### config.mk
export PLATFORM = sky130hd
export DESIGN_NAME = ifu_fetch_buf_flat
export DESIGN_NICKNAME = d
export VERILOG_FILES = /design/src/rtl/ifu_fetch_buf_if.sv /design/src/rtl/ifu_fetch_buf.sv /design/src/flat_wrapper.sv
export SDC_FILE = /design/constraint.sdc
export NUM_CORES = 1
export LEC_CHECK = 0
export ABC_AREA = 1
export ABC_CLOCK_PERIOD_IN_PS = 15300
export CAP_MARGIN = 20
export CORE_MARGIN = 4
export CORE_UTILIZATION = 55
export CTS_BUF_LIST = sky130_fd_sc_hd__clkbuf_4 sky130_fd_sc_hd__clkbuf_8
export CTS_CLUSTER_SIZE = 14
export DETAILED_ROUTE_END_ITERATION = 7
export GPL_ROUTABILITY_DRIVEN = 0
export PLACE_DENSITY = 0.92
export SETUP_SLACK_MARGIN = 0.15
export SKIP_LAST_GASP = 1
export SLEW_MARGIN = 10
export SYNTH_ARGS = -nofsm -noshare
export SYNTH_HDL_FRONTEND = slang
export SYNTH_SLANG_ARGS = --single-unit
### constraint.sdc
create_clock -name clk -period 15.3 [get_ports clk]
set_input_delay 1.53 -clock clk [delete_from_list [all_inputs] [get_ports clk]]
set_output_delay 1.53 -clock clk [all_outputs]
set_load 0.005 [all_outputs]
### src/rtl/ifu_fetch_buf_if.sv
// ifu_fetch_buf_if: imem request/response, ID handoff and redirect signals of the fetch unit
interface ifu_fetch_buf_if #(
   parameter int XLEN = 64,
   parameter int INST_LEN = 32,
   parameter int DEPTH = 2
);
   logic is_jump_i;
   logic [XLEN-1:0] pc_jump_i;
   logic imem_req_valid_o;
   logic imem_req_ready_i;
   logic [XLEN-1:0] imem_req_addr_o;
   logic imem_rsp_valid_i;
   logic [INST_LEN-1:0] imem_rsp_data_i;
   logic id_valid_o;
   logic id_ready_i;
   logic [XLEN-1:0] id_pc_o;
   logic [INST_LEN-1:0] id_instr_o;
   logic [$clog2(DEPTH):0] inflight_o;
   modport master (
      input is_jump_i, pc_jump_i, imem_req_ready_i, imem_rsp_valid_i, imem_rsp_data_i, id_ready_i,
      output imem_req_valid_o, imem_req_addr_o, id_valid_o, id_pc_o, id_instr_o, inflight_o
   );
   modport slave (
      output is_jump_i, pc_jump_i, imem_req_ready_i, imem_rsp_valid_i, imem_rsp_data_i, id_ready_i,
      input imem_req_valid_o, imem_req_addr_o, id_valid_o, id_pc_o, id_instr_o, inflight_o
   );
endinterface

### src/rtl/ifu_fetch_buf.sv
// ifu_fetch_buf: fetch PC owner, in-order imem request tracking and ID-facing instruction buffer
module ifu_fetch_buf #(
   parameter int XLEN = 64,
   parameter int INST_LEN = 32,
   parameter logic [XLEN-1:0] RESET_PC = 64'h8000_0000,
   parameter int DEPTH = 2
) (
   input logic clk,
   input logic rst_n,
   ifu_fetch_buf_if.master bus
);
   localparam int AW = $clog2(DEPTH);
   localparam int CW = AW + 1;
   typedef enum logic {RUN, DROP} state_t;
   state_t state, state_d;
   logic [XLEN-1:0] fetch_pc;
   logic [CW-1:0] inflight, drop_cnt, drop_d, rsp_dec;
   logic [CW-1:0] tag_wp, tag_rp, buf_wp, buf_rp, fifo_count;
   logic [CW:0] credit;
   logic [XLEN-1:0] tag_mem [DEPTH];
   logic [XLEN-1:0] pc_mem [DEPTH];
   logic [INST_LEN-1:0] ins_mem [DEPTH];
   logic fifo_empty, req_fire, rsp_take, id_pop;
   assign fifo_count = buf_wp - buf_rp;
   assign fifo_empty = buf_wp == buf_rp;
   assign credit = {1'b0, inflight} + {1'b0, fifo_count};
   assign rsp_dec = CW'(bus.imem_rsp_valid_i);
   // outstanding requests plus buffered entries never exceed DEPTH, so the buffer cannot overflow
   assign bus.imem_req_valid_o = rst_n && state == RUN && credit < (CW+1)'(DEPTH) && !bus.is_jump_i;
   assign bus.imem_req_addr_o = fetch_pc;
   assign bus.id_valid_o = !fifo_empty;
   assign bus.id_pc_o = fifo_empty ? '0 : pc_mem[buf_rp[AW-1:0]];
   assign bus.id_instr_o = fifo_empty ? '0 : ins_mem[buf_rp[AW-1:0]];
   assign bus.inflight_o = inflight;
   assign req_fire = bus.imem_req_valid_o && bus.imem_req_ready_i;
   assign rsp_take = state == RUN && bus.imem_rsp_valid_i && !bus.is_jump_i;
   assign id_pop = !fifo_empty && bus.id_ready_i && !bus.is_jump_i;
   always_comb begin
      state_d = state;
      drop_d = drop_cnt;
      if (bus.is_jump_i) begin
         drop_d = inflight - rsp_dec;
         state_d = drop_d != '0 ? DROP : RUN;
      end else if (state == DROP && bus.imem_rsp_valid_i) begin
         drop_d = drop_cnt - CW'(1);
         state_d = drop_d == '0 ? RUN : DROP;
      end
   end
   always_ff @(posedge clk or negedge rst_n) begin
      if (!rst_n) begin
         state <= RUN;
         fetch_pc <= RESET_PC;
         inflight <= '0;
         drop_cnt <= '0;
         tag_wp <= '0;
         tag_rp <= '0;
         buf_wp <= '0;
         buf_rp <= '0;
      end else begin
         state <= state_d;
         drop_cnt <= drop_d;
         inflight <= inflight + CW'(req_fire) - rsp_dec;
         if (bus.is_jump_i) begin
            fetch_pc <= {bus.pc_jump_i[XLEN-1:2], 2'b00};
            tag_rp <= tag_wp;
            buf_rp <= buf_wp;
         end else begin
            if (req_fire) fetch_pc <= fetch_pc + XLEN'(4);
            if (req_fire) tag_wp <= tag_wp + CW'(1);
            if (rsp_take) tag_rp <= tag_rp + CW'(1);
            if (rsp_take) buf_wp <= buf_wp + CW'(1);
            if (id_pop) buf_rp <= buf_rp + CW'(1);
         end
      end
   end
   always_ff @(posedge clk) begin
      if (req_fire) tag_mem[tag_wp[AW-1:0]] <= fetch_pc;
      if (rsp_take) pc_mem[buf_wp[AW-1:0]] <= tag_mem[tag_rp[AW-1:0]];
      if (rsp_take) ins_mem[buf_wp[AW-1:0]] <= bus.imem_rsp_data_i;
   end
endmodule

### src/flat_wrapper.sv
// flat-port wrapper written by rule: the top's interface ports become plain ports
module ifu_fetch_buf_flat 
#(
   parameter int XLEN = 64,
   parameter int INST_LEN = 32,
   parameter logic [XLEN-1:0] RESET_PC = 64'h8000_0000,
   parameter int DEPTH = 2
)
  (clk, rst_n, bus_is_jump_i, bus_pc_jump_i, bus_imem_req_ready_i, bus_imem_rsp_valid_i, bus_imem_rsp_data_i, bus_id_ready_i, bus_imem_req_valid_o, bus_imem_req_addr_o, bus_id_valid_o, bus_id_pc_o, bus_id_instr_o, bus_inflight_o);
  ifu_fetch_buf_if #(.XLEN(XLEN), .INST_LEN(INST_LEN), .DEPTH(DEPTH)) bus_i ();
  input logic clk;
  input logic rst_n;
  input wire logic [$bits(bus_i.is_jump_i)-1:0] bus_is_jump_i;
  input wire logic [$bits(bus_i.pc_jump_i)-1:0] bus_pc_jump_i;
  input wire logic [$bits(bus_i.imem_req_ready_i)-1:0] bus_imem_req_ready_i;
  input wire logic [$bits(bus_i.imem_rsp_valid_i)-1:0] bus_imem_rsp_valid_i;
  input wire logic [$bits(bus_i.imem_rsp_data_i)-1:0] bus_imem_rsp_data_i;
  input wire logic [$bits(bus_i.id_ready_i)-1:0] bus_id_ready_i;
  output wire logic [$bits(bus_i.imem_req_valid_o)-1:0] bus_imem_req_valid_o;
  output wire logic [$bits(bus_i.imem_req_addr_o)-1:0] bus_imem_req_addr_o;
  output wire logic [$bits(bus_i.id_valid_o)-1:0] bus_id_valid_o;
  output wire logic [$bits(bus_i.id_pc_o)-1:0] bus_id_pc_o;
  output wire logic [$bits(bus_i.id_instr_o)-1:0] bus_id_instr_o;
  output wire logic [$bits(bus_i.inflight_o)-1:0] bus_inflight_o;
  assign bus_i.is_jump_i = bus_is_jump_i;
  assign bus_i.pc_jump_i = bus_pc_jump_i;
  assign bus_i.imem_req_ready_i = bus_imem_req_ready_i;
  assign bus_i.imem_rsp_valid_i = bus_imem_rsp_valid_i;
  assign bus_i.imem_rsp_data_i = bus_imem_rsp_data_i;
  assign bus_i.id_ready_i = bus_id_ready_i;
  assign bus_imem_req_valid_o = bus_i.imem_req_valid_o;
  assign bus_imem_req_addr_o = bus_i.imem_req_addr_o;
  assign bus_id_valid_o = bus_i.id_valid_o;
  assign bus_id_pc_o = bus_i.id_pc_o;
  assign bus_id_instr_o = bus_i.id_instr_o;
  assign bus_inflight_o = bus_i.inflight_o;
  ifu_fetch_buf #(.XLEN(XLEN), .INST_LEN(INST_LEN), .RESET_PC(RESET_PC), .DEPTH(DEPTH)) u_core (.clk(clk), .rst_n(rst_n), .bus(bus_i));
endmodule
==> flow_summary_export.csv <==
group,metric,value,unit
clock_network,cts_sinks,385,
floorplan,die_width,187,um
setup_path,r2r_path_start,"u_core.buf_rp[0]",
synthesis,ys_ff_latch,385,
worst_hold_path,hold-path-cell-count,1,
finish,final_core_util,68.9,%
setup_path,worst-endpoint-arrival,4.27,ns
routing,antenna_violating_nets_post_route,0,
synthesis,syn_area,17500,um2
placement,port-buffer-count,259,
synthesis,netlist_instances,1885,
setup_path,worstSetupStartpointType,"flip-flop",
setup_path,setup.worst_path.class,"reg2out",
global_route,met3_usage,4.98,%
timing,fin_skew,0.0343,ns
setup_path,worstRegToRegCells,11,
synthesis,synth_seq_area_share,63.8,%
setup_path,setup.worst_path.end_class,"output port",
global_route,grt_pass1_vias,13800,
timing,rsz0062_at_grt,"false",
power,power_per_unit_of_standard_cell_area,167,nW/um2
routing,drtPass1Iterations,7,
clock_network,ctsRootBufferMaster,"sky130_fd_sc_hd__clkbuf_8",
floorplan,floorplan.core_area,31500,um2
timing,setup_viol,0,
routing,remaining_drc_errors,0,
timing,actual_slew_at_the_worst_max_slew_pin,1.08,ns
global_route,grt_use_met2,43.0,%
synthesis,post_synth.cell_area_avg,9.31,um2
placement,dp.final_hpwl,31100,um
floorplan,fp-row-count,65,
synthesis,yosys-top-cells-count,"sky130_fd_sc_hd__nand2_1, sky130_fd_sc_hd__edfxtp_1, sky130_fd_sc_hd__inv_1, sky130_fd_sc_hd__nor2_1, sky130_fd_sc_hd__nand3_1",
outcome,run_status,"completed",
power,static_leakage,9.51,nW
clock_network,post-cts-setup-buffers,0,
finish,drive_gt1_share,7.19,%
global_route,grt_use_met1,32.8,%
placement,placed_cells,2492,
clock_network,clock_tree_from_tritoncts,"yes",
power,vdd.ir_drop.worst,0.124,mV
clock_network,clk_transition_reported_paths,0.06,ns
finish,syn_to_final_growth,23.6,%
floorplan,dieArea,34800,um2
synthesis,ys_top_cells_by_area,"sky130_fd_sc_hd__edfxtp_1, sky130_fd_sc_hd__nand2_1, sky130_fd_sc_hd__dfrtp_1",
timing,layout_setup_ws,9.50,ns
routing,initialDrtViolationCount,1411,
floorplan,die_y,187,um
timing,finalCriticalPeriod,5.80,ns
clock_network,cts_hold_buf,0,
job,maxCapViolations,0,
synthesis,async_flop_share,19.0,%
global_route,global_route_congestion_overflow_total,0,
clock_network,post_cts.resized_instances,0,
synthesis,yosysTopAreaCell,"sky130_fd_sc_hd__edfxtp_1",
clock_network,clk_latency,0.60,ns
clock_network,max-clock-path-buffers,3,
clock_network,tritoncts.num_buffers,58,
placement,preCtsSetupSlack,10.26,ns
global_route,globalRoute.busiestLayer,"met2",
worst_hold_path,hp_class,"reg2reg",
finish,layout.cells.non_filler,2603,
synthesis,synthesis.yosys.warnings,0,
timing,hold_viol,0,
setup_path,cp_data_required_time,13.77,ns
timing,min_period_over_period,37.9,%
global_route,grt_start_max_net_pins,97,
routing,detail_route.wirelength,46800,um
clock_network,count_of_h_tree_levels_built_during_cts,2,
setup_path,worstPathMaxFanout,80,
routing,via_count,13900,
floorplan,start_util,55.7,%
timing,maxClockFrequency,172,MHz
worst_hold_path,worst_hold_path.endpoint,"u_core.buf_wp[1]",
routing,viasPerCell,5.36,
floorplan,pin_count,266,
routing,wire_per_inst,18.0,um
global_route,grt.total_usage,26.2,%
timing,tns,0,ns
synthesis,synth_largest_type_area_fraction,53.4,%
global_route,initial_antenna_violation_count,5,
global_route,grt_pass1_wl,73500,um
timing,slew_headroom,27.9,%
finish,design.final.nets,2259,
synthesis,synthMostInstantiatedCell,"sky130_fd_sc_hd__nand2_1",
synthesis,synthFlopType,"sky130_fd_sc_hd__edfxtp_1",
setup_path,reg2reg_setup_slack,11.15,ns
synthesis,synth_cell_type_count,35,
setup_path,crit-reg2reg-capture,"u_core.bus.imem_req_addr_o[33]",
synthesis,synth-edff-count,312,
worst_hold_path,hold_path_startpoint,"u_core.buf_wp[1]",
timing,final_max_slew_viol_count,0,
finish,fillers,2192,
flip-flops by register name (all words and copies together) (netlist names):
name / flops
u_core.tag_mem: 124
u_core.buf_wp: 2
u_core.drop_cnt: 2
u_core.pc_mem: 124
u_core.tag_wp: 1
u_core.bus.inflight_o: 2
u_core.bus.imem_req_addr_o: 62
u_core.ins_mem: 64
u_core.state: 1
u_core.tag_rp: 1
u_core.buf_rp: 2
per-layer routing:
layer,routed length [um],up-vias
li1,-,6520
met1,17600,6362
met2,21900,824
met3,4160,239
met4,3090,2
met5,17,-
worst max-delay path by stage:
stage	slack [ns]	start	to	cells after the start
2_1_floorplan	8.85	bus_is_jump_i	u_core.ins_mem[1][0]	4
3_3_place_gp	10.30	u_core.buf_rp[0]	bus_id_pc_o[60]	8
3_5_place_dp	10.26	u_core.buf_rp[0]	bus_id_pc_o[54]	8
4_1_cts	9.51	u_core.buf_rp[0]	bus_id_pc_o[62]	8
5_1_grt	9.29	u_core.buf_rp[0]	bus_id_pc_o[62]	8
6_report	9.50	u_core.buf_rp[0]	bus_id_pc_o[62]	8
worst max-delay path: stages, from the launching register on:
cell	delay, ns
sky130_fd_sc_hd__dfrtp_4	0.57
sky130_fd_sc_hd__buf_4	0.72
sky130_fd_sc_hd__clkinv_2	0.77
sky130_fd_sc_hd__buf_4	0.55
sky130_fd_sc_hd__nand2_1	0.23
sky130_fd_sc_hd__nand2_1	0.07
sky130_fd_sc_hd__nand2_1	0.07
sky130_fd_sc_hd__inv_1	0.09
sky130_fd_sc_hd__clkdlybuf4s50_1	0.51
through the flow:
stage / area, um2 / total power, mW / hold slack (ns)
after CTS: 21700 / 3.63 / 0.531
after floorplan: 17600 / 2.07 / 0.465
final: 21700 / 3.61 / 0.525
after global placement: 20500 / 2.72 / 0.480
after detailed placement: 20500 / 2.77 / 0.513
after global routing: 21700 / 3.82 / 0.546
area by class of cell:
class / count / area (um2) / share of cell area (%)
flip-flops and latches: 385 / 11200 / 51.7
multi-input cells: 1235 / 5350 / 24.7
inverters: 199 / 748 / 3.45
clock buffers: 77 / 947 / 4.37
repair buffers: 272 / 2700 / 12.4
diodes: 4 / 10.0 / 0.0462
well taps: 402 / 503 / 2.32
clock inverters: 29 / 231 / 1.07
power by group:
part	switching (mW)	internal [mW]	total [mW]	leakage [nW]
clock	0.384	0.470	0.854	0.627
sequential	0.119	1.31	1.43	3.71
combinational	0.728	0.597	1.33	5.18
cells by family after synthesis:
logic type      after synthesis  share of synthesized area (%)
simple gates               1119                           25.7
flops                       385                           63.8
buf+inv                     268                           5.99
compound gates               78                           2.56
xor+xnor                     28                           1.40
fa+ha+maj                     6                          0.471
other cells                   1                         0.0214
layout by cell type, fill, tap and decap left out, types with 2 or more instances in the layout:
cell	netlist	routed
sky130_fd_sc_hd__nand2_1	871	870
sky130_fd_sc_hd__edfxtp_1	312	312
sky130_fd_sc_hd__clkdlybuf4s50_1	0	257
sky130_fd_sc_hd__inv_1	196	196
sky130_fd_sc_hd__nor2_1	118	114
sky130_fd_sc_hd__nand3_1	77	77
sky130_fd_sc_hd__dfrtp_1	72	70
sky130_fd_sc_hd__clkbuf_8	0	59
sky130_fd_sc_hd__o21ai_0	43	43
sky130_fd_sc_hd__xor2_1	23	23
sky130_fd_sc_hd__clkbuf_4	0	18
sky130_fd_sc_hd__nand2_2	17	17
sky130_fd_sc_hd__clkinv_1	0	13
sky130_fd_sc_hd__buf_4	5	13
sky130_fd_sc_hd__clkinv_2	0	12
sky130_fd_sc_hd__nor2_4	7	11
sky130_fd_sc_hd__o21bai_1	11	11
sky130_fd_sc_hd__o21ai_1	10	10
sky130_fd_sc_hd__nand4_1	9	9
sky130_fd_sc_hd__o211ai_1	7	7
sky130_fd_sc_hd__nor2_2	6	6
sky130_fd_sc_hd__nand2_4	5	6
sky130_fd_sc_hd__xnor2_1	5	5
sky130_fd_sc_hd__ha_1	5	5
sky130_fd_sc_hd__diode_2	0	4
sky130_fd_sc_hd__nor3_1	4	4
sky130_fd_sc_hd__conb_1	1	4
sky130_fd_sc_hd__bufinv_16	0	4
sky130_fd_sc_hd__a21oi_1	3	3
sky130_fd_sc_hd__inv_2	3	2
sky130_fd_sc_hd__nor2_8	2	2
sky130_fd_sc_hd__a22o_1	2	2
(Power assumes the default switching activity.)
